## config.mk

```make
export PLATFORM = sky130hd
export DESIGN_NAME = rv32_bus_arbiter_flat
export DESIGN_NICKNAME = d
export VERILOG_FILES = /design/src/rtl/rv32_bus_arbiter_pkg.sv /design/src/rtl/rv32_bus_arbiter_if.sv /design/src/rtl/rv32_bus_arbiter_pick.sv /design/src/rtl/rv32_bus_arbiter.sv /design/src/flat_wrapper.sv
export SDC_FILE = /design/constraint.sdc
export NUM_CORES = 1
export LEC_CHECK = 0
export ABC_AREA = 1
export CORE_UTILIZATION = 35
export DETAILED_ROUTE_END_ITERATION = 8
export PLACE_DENSITY = 0.74
export SLEW_MARGIN = 0
export SYNTH_ARGS = -nofsm -noshare
export SYNTH_HDL_FRONTEND = slang
export SYNTH_HIERARCHICAL = 1
export SYNTH_SLANG_ARGS = --single-unit
```

## constraint.sdc

```tcl
create_clock -name clk -period 2.1 [get_ports clk]
set_input_delay 0.525 -clock clk [delete_from_list [all_inputs] [get_ports clk]]
set_output_delay 0.525 -clock clk [all_outputs]
set_load 0.005 [all_outputs]
```

## src/rtl/rv32_bus_arbiter_pkg.sv

```systemverilog
// Shared types for the rv32 two-master bus arbiter.
// Fetch and data requests use the same record so one mux and one register cover both.
package rv32_bus_pkg;

  typedef enum logic [1:0] {
    ST_IDLE        = 2'd0,
    ST_GRANT_INSTR = 2'd1,
    ST_GRANT_DATA  = 2'd2
  } arb_state_e;

  typedef struct packed {
    logic [31:0] address;
    logic        read;
    logic        write;
    logic [3:0]  mask;
    logic [31:0] value;
  } rv32_bus_req_t;

endpackage

```

## src/rtl/rv32_bus_arbiter_if.sv

```systemverilog
// Core fetch bus, core data bus and shared memory bus around the arbiter.
// slave: the arbiter's view; master: the core plus memory driving it.
interface rv32_bus_arbiter_if;
  logic [31:0] instr_address_in;
  logic        instr_read_in;
  logic [31:0] instr_read_value_out;
  logic        instr_ready_out;
  logic [31:0] data_address_in;
  logic        data_read_in;
  logic        data_write_in;
  logic [3:0]  data_write_mask_in;
  logic [31:0] data_write_value_in;
  logic [31:0] data_read_value_out;
  logic        data_ready_out;
  logic [31:0] address_out;
  logic        read_out;
  logic        write_out;
  logic [3:0]  write_mask_out;
  logic [31:0] write_value_out;
  logic [31:0] read_value_in;
  logic        ready_in;

  modport slave (
    input  instr_address_in, instr_read_in,
    output instr_read_value_out, instr_ready_out,
    input  data_address_in, data_read_in, data_write_in, data_write_mask_in, data_write_value_in,
    output data_read_value_out, data_ready_out,
    output address_out, read_out, write_out, write_mask_out, write_value_out,
    input  read_value_in, ready_in
  );

  modport master (
    output instr_address_in, instr_read_in,
    input  instr_read_value_out, instr_ready_out,
    output data_address_in, data_read_in, data_write_in, data_write_mask_in, data_write_value_in,
    input  data_read_value_out, data_ready_out,
    input  address_out, read_out, write_out, write_mask_out, write_value_out,
    output read_value_in, ready_in
  );
endinterface

```

## src/rtl/rv32_bus_arbiter_pick.sv

```systemverilog
// Winner selection for the idle arbitration decision: data first, fetch otherwise.
// RV32_BUS_ARBITER_FAIRNESS_EN adds a saturating streak counter that forces a fetch through.
module rv32_bus_arbiter_pick #(
  parameter int MAX_DATA_STREAK = 4
) (
  input  logic clk,
  input  logic reset,
  input  logic ireq,
  input  logic dreq,
  input  logic grant_vld,
  output logic pick_vld,
  output logic pick_instr
);

  assign pick_vld = ireq | dreq;

`ifdef RV32_BUS_ARBITER_FAIRNESS_EN
  localparam int SW = $clog2(MAX_DATA_STREAK + 1);
  localparam logic [SW-1:0] STREAK_MAX = SW'(MAX_DATA_STREAK);

  logic [SW-1:0] streak_d, streak_q;
  logic          force_instr;

  assign force_instr = (streak_q == STREAK_MAX);
  assign pick_instr  = ireq & (~dreq | force_instr);

  // Only contended data wins count; any fetch grant restarts the streak.
  always_comb begin
    streak_d = streak_q;
    if (grant_vld) begin
      if (pick_instr) begin
        streak_d = '0;
      end else if (ireq && !force_instr) begin
        streak_d = streak_q + 1'b1;
      end
    end
  end

  always_ff @(posedge clk or negedge reset) begin
    if (!reset) begin
      streak_q <= '0;
    end else begin
      streak_q <= streak_d;
    end
  end
`else
  logic unused_pick;

  assign pick_instr  = ireq & ~dreq;
  assign unused_pick = clk ^ reset ^ grant_vld ^ (MAX_DATA_STREAK > 0);
`endif

endmodule

```

## src/rtl/rv32_bus_arbiter.sv

```systemverilog
// Merges the rv32 fetch and data buses onto one shared memory bus, zero added latency in IDLE.
// Optional fetch starvation guard: RV32_BUS_ARBITER_FAIRNESS_EN.
module rv32_bus_arbiter
  import rv32_bus_pkg::*;
#(
  parameter int MAX_DATA_STREAK = 4
) (
  input  logic              clk,
  input  logic              reset,
  rv32_bus_arbiter_if.slave bus
);

  arb_state_e    state_d, state_q;
  rv32_bus_req_t req_d, req_q;
  rv32_bus_req_t instr_req, data_req, bus_req, bus_out;
  logic          abandoned_d, abandoned_q;
  logic          ireq, dreq;
  logic          pick_vld, pick_instr, grant_vld;
  logic          owner_vld, owner_instr;

  assign ireq      = bus.instr_read_in;
  assign dreq      = bus.data_read_in | bus.data_write_in;
  assign grant_vld = (state_q == ST_IDLE) & pick_vld;

  assign instr_req = '{address: bus.instr_address_in, read: ireq, write: 1'b0,
                       mask: 4'h0, value: 32'h0};
  assign data_req  = '{address: bus.data_address_in, read: bus.data_read_in,
                       write: bus.data_write_in, mask: bus.data_write_mask_in,
                       value: bus.data_write_value_in};

  rv32_bus_arbiter_pick #(
    .MAX_DATA_STREAK(MAX_DATA_STREAK)
  ) u_pick (
    .clk       (clk),
    .reset     (reset),
    .ireq      (ireq),
    .dreq      (dreq),
    .grant_vld (grant_vld),
    .pick_vld  (pick_vld),
    .pick_instr(pick_instr)
  );

  always_comb begin
    state_d     = state_q;
    req_d       = req_q;
    abandoned_d = abandoned_q;
    bus_req     = '0;
    owner_vld   = 1'b0;
    owner_instr = 1'b0;
    case (state_q)
      ST_IDLE: begin
        abandoned_d = 1'b0;
        if (pick_vld) begin
          owner_vld   = 1'b1;
          owner_instr = pick_instr;
          bus_req     = pick_instr ? instr_req : data_req;
          // Only park the request if the slave did not finish it this cycle.
          if (!bus.ready_in) begin
            req_d   = bus_req;
            state_d = pick_instr ? ST_GRANT_INSTR : ST_GRANT_DATA;
          end
        end
      end
      ST_GRANT_INSTR, ST_GRANT_DATA: begin
        owner_vld   = 1'b1;
        owner_instr = (state_q == ST_GRANT_INSTR);
        bus_req     = req_q;
        if (owner_instr ? !ireq : !dreq) begin
          abandoned_d = 1'b1;
        end
        if (bus.ready_in) begin
          state_d     = ST_IDLE;
          abandoned_d = 1'b0;
        end
      end
      default: begin
        state_d = ST_IDLE;
      end
    endcase
  end

  always_ff @(posedge clk or negedge reset) begin
    if (!reset) begin
      state_q     <= ST_IDLE;
      req_q       <= '0;
      abandoned_q <= 1'b0;
    end else begin
      state_q     <= state_d;
      req_q       <= req_d;
      abandoned_q <= abandoned_d;
    end
  end

  // Reset gates the outputs combinationally so the slave sees silence at once.
  assign bus_out             = reset ? bus_req : '0;
  assign bus.address_out     = bus_out.address;
  assign bus.read_out        = bus_out.read;
  assign bus.write_out       = bus_out.write;
  assign bus.write_mask_out  = bus_out.mask;
  assign bus.write_value_out = bus_out.value;

  assign bus.instr_ready_out = reset & bus.ready_in & owner_vld & owner_instr
                             & ireq & ~abandoned_q;
  assign bus.data_ready_out  = reset & bus.ready_in & owner_vld & ~owner_instr
                             & dreq & ~abandoned_q;

  assign bus.instr_read_value_out = bus.read_value_in;
  assign bus.data_read_value_out  = bus.read_value_in;

endmodule

```

## src/flat_wrapper.sv

```systemverilog
// flat-port wrapper written by rule: the top's interface ports become plain ports
module rv32_bus_arbiter_flat import rv32_bus_pkg::*;
#(
  parameter int MAX_DATA_STREAK = 4
)
  (clk, reset, bus_instr_address_in, bus_instr_read_in, bus_instr_read_value_out, bus_instr_ready_out, bus_data_address_in, bus_data_read_in, bus_data_write_in, bus_data_write_mask_in, bus_data_write_value_in, bus_data_read_value_out, bus_data_ready_out, bus_address_out, bus_read_out, bus_write_out, bus_write_mask_out, bus_write_value_out, bus_read_value_in, bus_ready_in);
  rv32_bus_arbiter_if bus_i ();
  input  logic clk;
  input  logic reset;
  input wire logic [$bits(bus_i.instr_address_in)-1:0] bus_instr_address_in;
  input wire logic [$bits(bus_i.instr_read_in)-1:0] bus_instr_read_in;
  output wire logic [$bits(bus_i.instr_read_value_out)-1:0] bus_instr_read_value_out;
  output wire logic [$bits(bus_i.instr_ready_out)-1:0] bus_instr_ready_out;
  input wire logic [$bits(bus_i.data_address_in)-1:0] bus_data_address_in;
  input wire logic [$bits(bus_i.data_read_in)-1:0] bus_data_read_in;
  input wire logic [$bits(bus_i.data_write_in)-1:0] bus_data_write_in;
  input wire logic [$bits(bus_i.data_write_mask_in)-1:0] bus_data_write_mask_in;
  input wire logic [$bits(bus_i.data_write_value_in)-1:0] bus_data_write_value_in;
  output wire logic [$bits(bus_i.data_read_value_out)-1:0] bus_data_read_value_out;
  output wire logic [$bits(bus_i.data_ready_out)-1:0] bus_data_ready_out;
  output wire logic [$bits(bus_i.address_out)-1:0] bus_address_out;
  output wire logic [$bits(bus_i.read_out)-1:0] bus_read_out;
  output wire logic [$bits(bus_i.write_out)-1:0] bus_write_out;
  output wire logic [$bits(bus_i.write_mask_out)-1:0] bus_write_mask_out;
  output wire logic [$bits(bus_i.write_value_out)-1:0] bus_write_value_out;
  input wire logic [$bits(bus_i.read_value_in)-1:0] bus_read_value_in;
  input wire logic [$bits(bus_i.ready_in)-1:0] bus_ready_in;
  assign bus_i.instr_address_in = bus_instr_address_in;
  assign bus_i.instr_read_in = bus_instr_read_in;
  assign bus_instr_read_value_out = bus_i.instr_read_value_out;
  assign bus_instr_ready_out = bus_i.instr_ready_out;
  assign bus_i.data_address_in = bus_data_address_in;
  assign bus_i.data_read_in = bus_data_read_in;
  assign bus_i.data_write_in = bus_data_write_in;
  assign bus_i.data_write_mask_in = bus_data_write_mask_in;
  assign bus_i.data_write_value_in = bus_data_write_value_in;
  assign bus_data_read_value_out = bus_i.data_read_value_out;
  assign bus_data_ready_out = bus_i.data_ready_out;
  assign bus_address_out = bus_i.address_out;
  assign bus_read_out = bus_i.read_out;
  assign bus_write_out = bus_i.write_out;
  assign bus_write_mask_out = bus_i.write_mask_out;
  assign bus_write_value_out = bus_i.write_value_out;
  assign bus_i.read_value_in = bus_read_value_in;
  assign bus_i.ready_in = bus_ready_in;
  rv32_bus_arbiter #(.MAX_DATA_STREAK(MAX_DATA_STREAK)) u_core (.clk(clk), .reset(reset), .bus(bus_i));
endmodule
```

==> flow_summary.html, run 1 <==
<table>
<tr><th>Metric</th><th>Value</th></tr>
<tr><th colspan="2">GRT</th></tr>
<tr><td>Overall routing resource usage</td><td>25.1%</td></tr>
<tr><td>Number of global-route vias before repair</td><td>5510</td></tr>
<tr><td>Global route overflow</td><td>0</td></tr>
<tr><td>Wire length of the first global-routing pass</td><td>28300 µm</td></tr>
<tr><td>Maximum number of pins on one net before global-route repair</td><td>144</td></tr>
<tr><td>Antenna violations before repair</td><td>0</td></tr>
<tr><th colspan="2">Worst setup path</th></tr>
<tr><td>Crit-path cells</td><td>inv_2, ha_4, nand2_8, nor2_8, buf_12, buf_12, buf_6, nand2_4, a21oi_2, buf_2</td></tr>
<tr><td>Worst flop-to-flop path endpoint</td><td>u_core/req_q[66]</td></tr>
<tr><td>Critical path arrival</td><td>1900 ps</td></tr>
<tr><td>Worst endpoint required time</td><td>1570 ps</td></tr>
<tr><td>FF-to-FF Start</td><td>u_core/state_q[1]</td></tr>
<tr><td>Maximum fanout along the worst path</td><td>7</td></tr>
<tr><td>Delay contributed by the slowest stage of the critical path</td><td>400 ps</td></tr>
<tr><td>Critical Path Stages</td><td>10</td></tr>
<tr><td>Worst path bufs/invs</td><td>5</td></tr>
<tr><td>Startpoint of the worst setup timing path</td><td>u_core/state_q[1]</td></tr>
<tr><td>Nature of the critical path startpoint</td><td>flop</td></tr>
<tr><td>Most Frequent Cell on Critical Path</td><td>buf_12</td></tr>
<tr><td>Type of the worst setup path</td><td>flop to output pin</td></tr>
<tr><td>CP delay by family, top</td><td>buffers and inverters</td></tr>
<tr><td>Slowest library cell on the worst path</td><td>dfrtp_1</td></tr>
<tr><td>Capture point of the worst path</td><td>bus_write_value_out[14]</td></tr>
<tr><td>R2R setup slack</td><td>-130 ps</td></tr>
<tr><td>Length in cells of the worst reg-to-reg path</td><td>16</td></tr>
<tr><td>CP Capture Type</td><td>output pin</td></tr>
<tr><th colspan="2">Clock network</th></tr>
<tr><td>Number of buffers between clock root and the deepest sink</td><td>2</td></tr>
<tr><td>CTS tree</td><td>built</td></tr>
<tr><td>Root Buffer</td><td>clkbuf_16</td></tr>
<tr><td>Clock transition at path regs</td><td>60 ps</td></tr>
<tr><td>H-Tree Level Count</td><td>3</td></tr>
<tr><td>CTS sink count</td><td>73</td></tr>
<tr><td>Hold bufs inserted after CTS</td><td>0</td></tr>
<tr><td>Worst-skew pair later-pin latency</td><td>330 ps</td></tr>
<tr><td>Clock buffers created by TritonCTS</td><td>9</td></tr>
<tr><th colspan="2">Status</th></tr>
<tr><td>Violations in the final reports</td><td>negative setup slack</td></tr>
<tr><td>Run status</td><td>finished with violations</td></tr>
<tr><th colspan="2">Pwr</th></tr>
<tr><td>Static leakage</td><td>4.04 nW</td></tr>
<tr><td>Total power per unit cell area</td><td>1070 nW/µm²</td></tr>
<tr><td>Worst-case vdd ir drop</td><td>480 µV</td></tr>
<tr><th colspan="2">Layout</th></tr>
<tr><td>P&amp;R area growth vs syn</td><td>82.6%</td></tr>
<tr><td>Post-route cell area</td><td>8820 µm²</td></tr>
<tr><td>Final net count</td><td>1077</td></tr>
<tr><td>Area of the multi-input gates</td><td>3050 µm²</td></tr>
<tr><td>Total of fill cells in the finished design</td><td>1038</td></tr>
<tr><td>Proportion of layout cells with a drive suffix above 1</td><td>48.5%</td></tr>
<tr><td>Sequential cell area</td><td>1830 µm²</td></tr>
<tr><td>ANT cells</td><td>0</td></tr>
<tr><th colspan="2">Synthesis</th></tr>
<tr><td>Top post-synthesis cells by area</td><td>dfrtp_1 (38%), nand2_1 (19%), buf_4 (11%)</td></tr>
<tr><td>Synth Cell Area</td><td>4830 µm²</td></tr>
<tr><td>Net count of the mapped netlist</td><td>832</td></tr>
<tr><td>Register bit count reported by yosys</td><td>73</td></tr>
<tr><td>Library cell occupying the most area in the post-synthesis netlist</td><td>dfrtp_1</td></tr>
<tr><td>Total number of yosys warnings</td><td>6</td></tr>
<tr><td>Gate Count Post-Synth</td><td>691</td></tr>
<tr><td>Share of synthesized area occupied by flip-flops and latches</td><td>37.8%</td></tr>
<tr><td>Area share of the largest cell type after synthesis</td><td>37.8%</td></tr>
<tr><td>Synthesized area per cell</td><td>6.99 µm²</td></tr>
<tr><td>Unique cell type count in the Yosys netlist</td><td>24</td></tr>
<tr><th colspan="2">STA</th></tr>
<tr><td>Number of setup violations in the final report</td><td>73</td></tr>
<tr><td>Tightest Pin Transition</td><td>945 ps</td></tr>
<tr><td>Final setup margin</td><td>-326 ps</td></tr>
<tr><td>Worst clock skew</td><td>8.88 ps</td></tr>
<tr><td>Relative slew margins</td><td>37.0%</td></tr>
<tr><td>Unrepaired setup endpoints after global routing</td><td>yes</td></tr>
<tr><td>Count of endpoints failing hold in the final timing report</td><td>0</td></tr>
<tr><td>Max Clk Rate</td><td>412 MHz</td></tr>
<tr><td>Count of final max-slew check failures</td><td>0</td></tr>
<tr><td>Final setup TNS</td><td>-15100 ps</td></tr>
<tr><td>Post-route clock period utilization</td><td>116%</td></tr>
<tr><td>Fin crit period</td><td>2430 ps</td></tr>
<tr><th colspan="2">Min path</th></tr>
<tr><td>Type of the worst min-delay path</td><td>input port to asynchronous set/reset pin</td></tr>
<tr><th colspan="2">Routing</th></tr>
<tr><td>Remaining routing DRC violations</td><td>0</td></tr>
<tr><td>Number of nets with antenna violations after routing</td><td>0</td></tr>
<tr><td>Via count</td><td>5538</td></tr>
<tr><td>Wirelength, routed</td><td>18400 µm</td></tr>
<tr><td>Initial DRC Count</td><td>375</td></tr>
<tr><td>Average wire per standard cell</td><td>16.4 µm</td></tr>
<tr><td>Vias per cell</td><td>4.96</td></tr>
<tr><td>Drt pass-1 iters</td><td>5</td></tr>
<tr><th colspan="2">Place</th></tr>
<tr><td>Half-perimeter wire length after detailed placement</td><td>9340 µm</td></tr>
<tr><td>RD Place Congestion</td><td>0.762</td></tr>
<tr><td>Placed standard-cell area</td><td>6930 µm²</td></tr>
<tr><td>Port Buf Inserts</td><td>177</td></tr>
<tr><th colspan="2">Floorplanning</th></tr>
<tr><td>Area enclosed by the die boundary</td><td>14300 µm²</td></tr>
<tr><td>Die outline height</td><td>120 µm</td></tr>
<tr><td>Starting utilization of the core area</td><td>36.2%</td></tr>
<tr><td>Placeable Area</td><td>13300 µm²</td></tr>
<tr><td>Horiz. Die Dim</td><td>120 µm</td></tr>
<tr><td>Number of rows created at floorplan</td><td>42</td></tr>
<tr><td>Top-level I/O count</td><td>274</td></tr>
<tr><th colspan="2">Job</th></tr>
<tr><td>Max Cap Violations</td><td>0</td></tr>
</table>
==> what timing repair did <==
item	CTS	global route
endpoints found under the hold margin	0	0
pin swaps	55	38
resized for setup	510	111
cloned	17	1
endpoints found under the setup margin	72	73
setup buffers	55	13
==> how the worst min path moves through the flow <==
stage	start	end	slack [ps]	depth (start not counted)
6_report	reset	u_core/req_q[23]	440	2
3_3_place_gp	u_core/req_q[39]	u_core/req_q[39]	490	2
3_5_place_dp	u_core/req_q[40]	u_core/req_q[40]	500	2
4_1_cts	reset	u_core/req_q[23]	470	2
2_1_floorplan	reset	u_core/abandoned_q	230	0
5_1_grt	reset	u_core/req_q[23]	520	2
==> cell families (layout without fill, tap and decap cells) <==
group | after synthesis | after routing | share of synthesized area (%)
and+or+nand+nor | 267 | 267 | 21.6
AOI/OAI and AO/OA | 216 | 216 | 22.4
buffers and inverters | 132 | 382 | 17.5
DFF | 73 | 73 | 37.8
adders and majority gates | 3 | 3 | 0.777
==> layer usage <==
layer	GRT usage, %	wire length [µm]
met1	30.3	7400
met2	45.2	9520
met3	4.71	1170
met4	7.27	275
met5	0	0
==> layout by cell type, fill, tap and decap left out, drive strengths merged <==
cell and instances:
nand3 3, buf 245, inv 18, a21oi 73, clkinv 4, nor2 15
bufinv 1, clkinvlp 1, nand2 247, nand4 2, o21ai 143, ha 3
clkdlybuf4s50 100, dfrtp 73, clkbuf 12, bufbuf 1
==> synthesized netlist by cell type <==
| master | number |
|---|---|
| nand2_1 | 242 |
| o21ai_0 | 84 |
| buf_4 | 74 |
| a21oi_1 | 73 |
| dfrtp_1 | 73 |
| o21ai_1 | 59 |
| clkbuf_1 | 26 |
| inv_1 | 13 |
| nor2_1 | 13 |
| clkbuf_2 | 7 |
| nand2_2 | 5 |
| buf_2 | 4 |
| ha_1 | 3 |
| nand3_1 | 3 |
| buf_6 | 2 |
| nand4_1 | 2 |
| buf_1 | 1 |
| buf_12 | 1 |
| buf_8 | 1 |
| inv_12 | 1 |
| inv_2 | 1 |
| inv_4 | 1 |
| nor2_2 | 1 |
| nor2_8 | 1 |
==> worst register-to-register path, delay by kind of cell (launching register included) <==
family	cells	cell delay (ps)
flip-flops	1	400
adder cells (fa/ha/maj)	1	180
buffers and inverters	12	1360
AO/OA/AOI/OAI	1	100
AND/OR/NAND/NOR	2	140
==> registers in the layout, indices dropped and copies added (netlist names) <==
name / count
u_core/state_q: 2
u_core/req_q: 70
u_core/abandoned_q: 1
==> power breakdown <==
group | internal, mW | total, mW | switching [mW]
clock network | 0.919 | 1.52 | 0.605
logic | 2.79 | 5.61 | 2.82
registers | 2.03 | 2.34 | 0.307
total | 5.75 | 9.48 | 3.74
==> layout make-up <==
type / count / share of cell area [%]
clock buffers: 11 / 2.64
clock inverters: 5 / 0.638
inverters: 16 / 1.12
multi-input cells: 486 / 34.5
flip-flops and latches: 73 / 20.7
well taps: 176 / 2.50
repair buffers: 347 / 37.3
repair inverters: 3 / 0.596
==> stage by stage <==
stage / hold slack [ps] / cells / setup WS (ps) / total power, mW / util, %
after CTS: 471 / 1112 / -305 / 9.19 / 63.9
after floorplan: 229 / 691 / 135 / 4.31 / -
after global routing: 516 / 1117 / -390 / 10.1 / 66.1
final: 440 / 1117 / -326 / 9.48 / 66.1
after global placement: 489 / 1026 / -1020 / 6.22 / 51.9
after detailed placement: 498 / 1026 / -1050 / 6.32 / 51.9
No activity file was read; power rests on OpenSTA's default activity.
==> inputs of run 2 (changes only) <==
Settings changed: CORE_ASPECT_RATIO set to 1.75.
==> flow_summary.html, run 2 (synthesis gave the netlist of run 1 again) <==
<table>
<tr><th>Metric</th><th>Value</th></tr>
<tr><th colspan="2">Status</th></tr>
<tr><td>Run status</td><td>finished with violations</td></tr>
<tr><td>Violations in the final reports</td><td>negative setup slack</td></tr>
<tr><th colspan="2">STA</th></tr>
<tr><td>Relative slew margins</td><td>33.5% (-3.5 points)</td></tr>
<tr><td>Count of final max-slew check failures</td><td>0 (unchanged)</td></tr>
<tr><td>Max Clk Rate</td><td>409 MHz (-0.89%)</td></tr>
<tr><td>Unrepaired setup endpoints after global routing</td><td>yes</td></tr>
<tr><td>Worst clock skew</td><td>7.25 ps (-1.63 ps)</td></tr>
<tr><td>Final setup TNS</td><td>-18850 ps (-3750 ps)</td></tr>
<tr><td>Fin crit period</td><td>2450 ps (+21.7 ps)</td></tr>
<tr><td>Tightest Pin Transition</td><td>997 ps (+52.1 ps)</td></tr>
<tr><td>Final setup margin</td><td>-348 ps (-21.7 ps)</td></tr>
<tr><td>Count of endpoints failing hold in the final timing report</td><td>0 (unchanged)</td></tr>
<tr><td>Post-route clock period utilization</td><td>117% (+1.0 points)</td></tr>
<tr><td>Number of setup violations in the final report</td><td>72 (-1.4%)</td></tr>
<tr><th colspan="2">Pwr</th></tr>
<tr><td>Worst-case vdd ir drop</td><td>713 µV (+49%)</td></tr>
<tr><td>Total power per unit cell area</td><td>1150 nW/µm² (+7.4%)</td></tr>
<tr><td>Power consumption</td><td>10.4 mW (+9.4%)</td></tr>
<tr><td>Static leakage</td><td>4.19 nW (+3.9%)</td></tr>
<tr><th colspan="2">Place</th></tr>
<tr><td>Place WS</td><td>-1120 ps (-74.9 ps)</td></tr>
<tr><td>RD Place Congestion</td><td>0.806 (+5.9%)</td></tr>
<tr><td>Half-perimeter wire length after detailed placement</td><td>10700 µm (+15%)</td></tr>
<tr><td>Port Buf Inserts</td><td>177 (unchanged)</td></tr>
<tr><th colspan="2">Routing</th></tr>
<tr><td>Wirelength, routed</td><td>21000 µm (+14%)</td></tr>
<tr><td>Via count</td><td>5912 (+6.8%)</td></tr>
<tr><td>Number of nets with antenna violations after routing</td><td>0 (unchanged)</td></tr>
<tr><td>Average wire per standard cell</td><td>18.4 µm (+12%)</td></tr>
<tr><td>Drt pass-1 iters</td><td>4 (-1)</td></tr>
<tr><td>Vias per cell</td><td>5.20 (+4.8%)</td></tr>
<tr><td>Initial DRC Count</td><td>381 (+1.6%)</td></tr>
<tr><td>Remaining routing DRC violations</td><td>0 (unchanged)</td></tr>
<tr><th colspan="2">GRT</th></tr>
<tr><td>Wire length of the first global-routing pass</td><td>30500 µm (+7.9%)</td></tr>
<tr><td>Antenna violations before repair</td><td>0 (unchanged)</td></tr>
<tr><td>Number of global-route vias before repair</td><td>5964 (+8.2%)</td></tr>
<tr><td>Global route overflow</td><td>0 (unchanged)</td></tr>
<tr><td>Overall routing resource usage</td><td>27.7% (+2.5 points)</td></tr>
<tr><td>Maximum number of pins on one net before global-route repair</td><td>144 (unchanged)</td></tr>
<tr><th colspan="2">Layout</th></tr>
<tr><td>ANT cells</td><td>0 (unchanged)</td></tr>
<tr><td>Commonest non-fill, non-tap cells in the layout</td><td>nand2_1 (162), buf_4 (120), clkdlybuf4s50_1 (100)</td></tr>
<tr><td>Commonest non-fill, non-tap cell in the layout</td><td>nand2_1</td></tr>
<tr><td>Final net count</td><td>1101 (+2.2%)</td></tr>
<tr><td>Flip-flop count of the largest register, all copies and words added</td><td>70 (unchanged)</td></tr>
<tr><td>P&amp;R area growth vs syn</td><td>86.0%</td></tr>
<tr><td>Proportion of layout cells with a drive suffix above 1</td><td>48.3% (-0.12 points)</td></tr>
<tr><td>Register bank with the most flops</td><td>u_core/req_q</td></tr>
<tr><td>Largest registers</td><td>u_core/req_q: 70 flops, u_core/state_q: 2 flops, u_core/abandoned_q: 1 flops</td></tr>
<tr><th colspan="2">Clock network</th></tr>
<tr><td>H-Tree Level Count</td><td>3 (unchanged)</td></tr>
<tr><td>Number of buffers between clock root and the deepest sink</td><td>2 (unchanged)</td></tr>
<tr><td>Clock transition at path regs</td><td>60 ps (about the same)</td></tr>
<tr><td>Worst-skew pair later-pin latency</td><td>340 ps (about the same)</td></tr>
<tr><td>Clock buffers created by TritonCTS</td><td>9 (unchanged)</td></tr>
<tr><td>CTS sink count</td><td>73 (unchanged)</td></tr>
<tr><td>CTS tree</td><td>built</td></tr>
<tr><td>Root Buffer</td><td>clkbuf_16</td></tr>
<tr><th colspan="2">Worst setup path</th></tr>
<tr><td>Delay contributed by the slowest stage of the critical path</td><td>430 ps (+30 ps)</td></tr>
<tr><td>Maximum fanout along the worst path</td><td>6 (-1)</td></tr>
<tr><td>Crit-path cells</td><td>inv_2, ha_4, nand2_4, nor2_8, buf_12, buf_16, buf_6, nand2_4, a21oi_2, buf_2</td></tr>
<tr><td>Most Frequent Cell on Critical Path</td><td>nand2_4</td></tr>
<tr><td>CP Capture Type</td><td>output pin</td></tr>
<tr><td>Type of the worst setup path</td><td>flop to output pin</td></tr>
<tr><td>Critical path arrival</td><td>1920 ps (+20 ps)</td></tr>
<tr><td>CP delay by family, top</td><td>buffers and inverters</td></tr>
<tr><td>Slowest library cell on the worst path</td><td>dfrtp_1</td></tr>
<tr><td>Nature of the critical path startpoint</td><td>flop</td></tr>
<tr><td>Worst endpoint required time</td><td>1570 ps (about the same)</td></tr>
<tr><td>Worst path bufs/invs</td><td>5 (unchanged)</td></tr>
<tr><th colspan="2">Floorplanning</th></tr>
<tr><td>Top-level I/O count</td><td>274 (unchanged)</td></tr>
<tr><td>Starting utilization of the core area</td><td>35.9% (-0.28 points)</td></tr>
<tr><td>Number of rows created at floorplan</td><td>56 (+33%)</td></tr>
<tr><td>Area enclosed by the die boundary</td><td>14300 µm² (+0.13%)</td></tr>
<tr><td>Die outline height</td><td>157 µm (+32%)</td></tr>
<tr><td>Horiz. Die Dim</td><td>90.8 µm (-24%)</td></tr>
<tr><td>Placeable Area</td><td>13500 µm² (+0.79%)</td></tr>
<tr><th colspan="2">Min path</th></tr>
<tr><td>Type of the worst min-delay path</td><td>input port to asynchronous set/reset pin</td></tr>
<tr><th colspan="2">Job</th></tr>
<tr><td>Max Cap Violations</td><td>0 (unchanged)</td></tr>
</table>
==> run 2: power by group <==
group / switching [mW] / internal, mW / total (mW)
Sequential: 0.343 / 2.04 / 2.38
Combinational: 3.10 / 3.20 / 6.30
Clock: 0.627 / 1.06 / 1.69
Total: 4.07 / 6.30 / 10.4
==> run 2: metrics by stage <==
stage | instances | hold slack (ps) | util (%) | area, µm²
after floorplan | 691 | 229 | - | 4830
after global placement | 1018 | 490 | 50.9 | 6850
after detailed placement | 1018 | 503 | 50.9 | 6850
after CTS | 1135 | 484 | 64.8 | 8710
after global routing | 1138 | 543 | 66.8 | 8990
final | 1138 | 462 | 66.8 | 8990
==> run 2: worst register-to-register path, cell delays in order (launching register included) <==
cell     delay (ps)
dfrtp_1         430
inv_2           110
ha_4            160
nand2_4          80
buf_12          160
inv_12           80
buf_8           110
buf_6            90
nand3_4          70
buf_6           120
buf_4           120
buf_4           120
buf_4           120
buf_4           120
o21ai_2         110
==> run 2: repair_timing <==
item | CTS | global route
endpoints found under the setup margin | 74 | 74
hold buffers | 0 | 0
pin swaps | 49 | 55
gates cloned | 20 | 4
resized for setup | 506 | 115
buffers inserted | 85 | 20
endpoints found under the hold margin | 0 | 0
==> run 2: layout make-up <==
cell class | instances | area, µm²
clock buffers | 10 | 239
inverters | 16 | 92.6
clock inverters | 5 | 80.1
repair inverters | 4 | 65.1
multi-input cells | 486 | 2960
repair buffers | 370 | 3510
flip-flops and latches | 73 | 1830
fillers | 1007 | 4470
well taps | 174 | 218
==> run 2: path summary, 6_finish.rpt <==
check | cells past startpoint | to | startpoint | slack [ps]
max in group asynchronous | 2 | u_core/req_q[14] | reset | 1010
worst min register to register | 2 | u_core/req_q[17] | u_core/req_q[17] | 510
worst min-delay path | 2 | u_core/req_q[35] | reset | 460
worst max-delay path | 10 | bus_write_mask_out[1] | u_core/state_q[0] | -350
min in group clk | 2 | u_core/req_q[17] | u_core/req_q[17] | 510
worst max register to register | 14 | u_core/req_q[37] | u_core/state_q[0] | 40
==> run 2: routing by layer <==
| metal | GRT usage, % | part of all wire, % |
|---|---|---|
| met2 | 50.9 | 52 |
| met1 | 27.9 | 34 |
| met4 | 21.9 | 8.6 |
| met3 | 3.43 | 5.0 |
| met5 | 0 | 0 |
==> patch, RTL diff (config.mk and constraints of run 1) <==
The 3 states of `arb_state_e` get a one-hot encoding in 3 bits.
--- a/src/rtl/rv32_bus_arbiter_pkg.sv
+++ b/src/rtl/rv32_bus_arbiter_pkg.sv
@@ -4,6 +4,6 @@
 
-  typedef enum logic [1:0] {
-    ST_IDLE        = 2'd0,
-    ST_GRANT_INSTR = 2'd1,
-    ST_GRANT_DATA  = 2'd2
+  typedef enum logic [2:0] {
+    ST_IDLE        = 3'b001,
+    ST_GRANT_INSTR = 3'b010,
+    ST_GRANT_DATA  = 3'b100
   } arb_state_e;
Check against the original RTL: same outputs for any inputs over 4 cycles, from zero or initial values and one cycle with reset low; so few cycles prove little.
==> patch against run 1 <==
  * The run still ends with negative setup slack left
  * Non-clock buffer count is 8 higher
  * Cell area is essentially flat
  * Critical path depth is 1 higher
  * Highest routed layer unchanged
  * Die area grew 0.84%
  * Area after synthesis up 0.85%
  * Wire length up 5.8%
  * Clock power up 14%
  * Synthesized cell count up 0.87%
  * Sequential cell count rose by 1
  * Power rose by 9.6%
  * Cell count up 0.72%
  * Critical path type is now in2out
  * Utilization decreased by 0.30 points
  * Clock skew fell by 0.0026 ns
  * Setup slack improved by 0.0094 ns
==> patch: results (changes against run 1) <==
Yosys
  • Compound-cell area share of the yosys netlist: 22.2% (-0.14 points)
  • Top FF cell, synth: dfrtp_1
  • Proportion of synthesized area in mux cells: 0% (unchanged)
  • Share of the yosys chip area belonging to registers: 38.0% (+0.22 points)
  • Top cells by count, synth: nand2_1 (211), o21ai_0 (83), dfrtp_1 (73)
  • Synth top area cells: dfrtp_1 (37%), nand2_1 (16%), buf_4 (11%), o21ai_0 (8.5%), a21oi_1 (7.2%)
  • Post-synth net total: 835 (+0.36%)
  • Async S/R FF share, synth: 100% (unchanged)
  • Post-synth cell types: 20 (-17%)
  • Synth Area in Adders: 0% (-0.78 points)
  • XOR/XNOR Fraction of Synth Area: 0% (unchanged)
  • YS warnings: 6 (unchanged)

Clock network
  • Reg clk slew, reported paths: 0.06 ns (about the same)
  • CTS Buffer Depth: 2 (unchanged)
  • Worst skew pair latency: 0.33 ns (about the same)
  • Clk root buf: clkbuf_16
  • Inserted Clock Buffers: 9 (unchanged)
  • CTS H-Tree Depth: 3 (unchanged)

Placement
  • IO Port Bufs: 177 (unchanged)
  • Post-detail-place hpwl: 10200 um (+8.9%)
  • Gpl congestion: 0.775 (+1.7%)
  • Pre-CTS worst setup slack: -1.03 ns (+0.0214 ns)

GRT
  • Initial antenna violation count: 0 (unchanged)
  • Global-route wire length before repair: 28600 um (+1.3%)
  • All-Layer GR Usage: 25.4% (+0.24 points)
  • Pin count of the biggest net entering global routing: 76 (-47%)
  • Vias in the first global route: 5606 (+1.7%)

Detailed routing
  • Drt pass-1 iters: 5 (unchanged)
  • Drt first-iter violations: 451 (+20%)
  • DR top layer: met4
  • Wire per inst: 17.3 um (+5.0%)
  • Via-to-Cell Ratio: 5.19 (+4.7%)
  • Met1 WL: 7500 um (+1.3%)
  • Met3 routed WL: 1310 um (+11%)
  • Met2 WL post-DR: 9920 um (+4.2%)

STA
  • # setup viols final: 73 (unchanged)
  • Clock Skew: 0.00627 ns (-0.00260 ns)
  • Slew margin rel.: 49.7% (+13 points)
  • Setup slack after layout: -0.317 ns (+0.00942 ns)

Cells and area
  • Final net count: 1082 (+0.46%)
  • Antenna cells: 0 (unchanged)
  • Top flop regs: u_core/req_q x70, u_core/state_q x3, u_core/abandoned_q x1
  • Layout cells sized above 1: 45.6% (-2.8 points)

Power
  • Max VDD drop: 0.696 mV (+45%)
  • Static Leakage: 0.00394 uW (-2.3%)

Critical path
  • Critical path's slowest cell: clkdlybuf4s15_2
  • CP arrival: 1.89 ns
  • Crit path largest cell delay: 0.20 ns (-0.20 ns)
  • Crit Path Max Fanout: 10 (+3)
  • Top cell family by delay on the critical path: buffers and inverters

Run status
  • Violated checks: negative setup slack
  • Status: finished with violations

Min path
  • HP Class: in2async

Floorplan
  • Initial Util: 36.4% (+0.17 points)
-- patch: logic make-up after synthesis --
kind of cell | count (synthesis)
DFF | 74
and+or+nand+nor | 271
buffers and inverters | 136
AOI/OAI and AO/OA | 216
-- patch: layout make-up --
class | instances | area (sq um)
Clock buffer | 12 | 267
Inverter | 17 | 76.3
Timing Repair Buffer | 355 | 3360
Tap cell | 176 | 220
Sequential cell | 74 | 1850
Multi-Input combinational cell | 487 | 2970
Clock inverter | 4 | 72.6
Fill cell | 1050 | 4580
-- patch: repair_timing --
item	in CTS	in global routing
pin swaps	84	46
hold endpoints to repair	0	0
setup buffers	46	27
gates cloned	12	6
setup endpoints to repair	72	73
gates resized for setup	454	111
-- patch: stage by stage --
| stage | area (sq um) | TNS (ns) | std cells | total power (uW) | util (%) |
|---|---|---|---|---|---|
| 3_3_place_gp | 6940 | -75.01 | 1031 | 6380 | 51.8 |
| 2_1_floorplan | 4870 | -1.17 | 697 | 4510 | - |
| 6_report | 8820 | -17.84 | 1125 | 10400 | 65.8 |
| 4_1_cts | 8310 | -17.75 | 1105 | 9580 | 62.0 |
| 5_1_grt | 8820 | -22.82 | 1125 | 11000 | 65.8 |
| 3_5_place_dp | 6940 | -77.29 | 1031 | 6470 | 51.8 |
-- patch: report_power, final --
part	switching (uW)	internal, uW
logic	2990	3250
clock network	606	1140
registers	337	2080
-- patch: layer usage --
metal  up-vias  track usage, %
met2       239            43.9
met3        54            5.09
li1       2740               -
met5         -               0
met1      2805            29.7
met4         0            12.3
-- patch: path summary, 6_finish.rpt --
path                                         from                 endpoint  slack (ns)  cells after the start
worst max register to register  u_core/state_q[0]         u_core/req_q[50]       -0.11                     13
worst max-delay path            bus_instr_read_in  bus_write_value_out[15]       -0.32                     11
min in group clk                 u_core/req_q[56]         u_core/req_q[56]        0.50                      2
max in group asynchronous                   reset         u_core/req_q[10]        1.43                      2
worst min register to register   u_core/req_q[56]         u_core/req_q[56]        0.50                      2
worst min-delay path                        reset         u_core/req_q[37]        0.28                      2
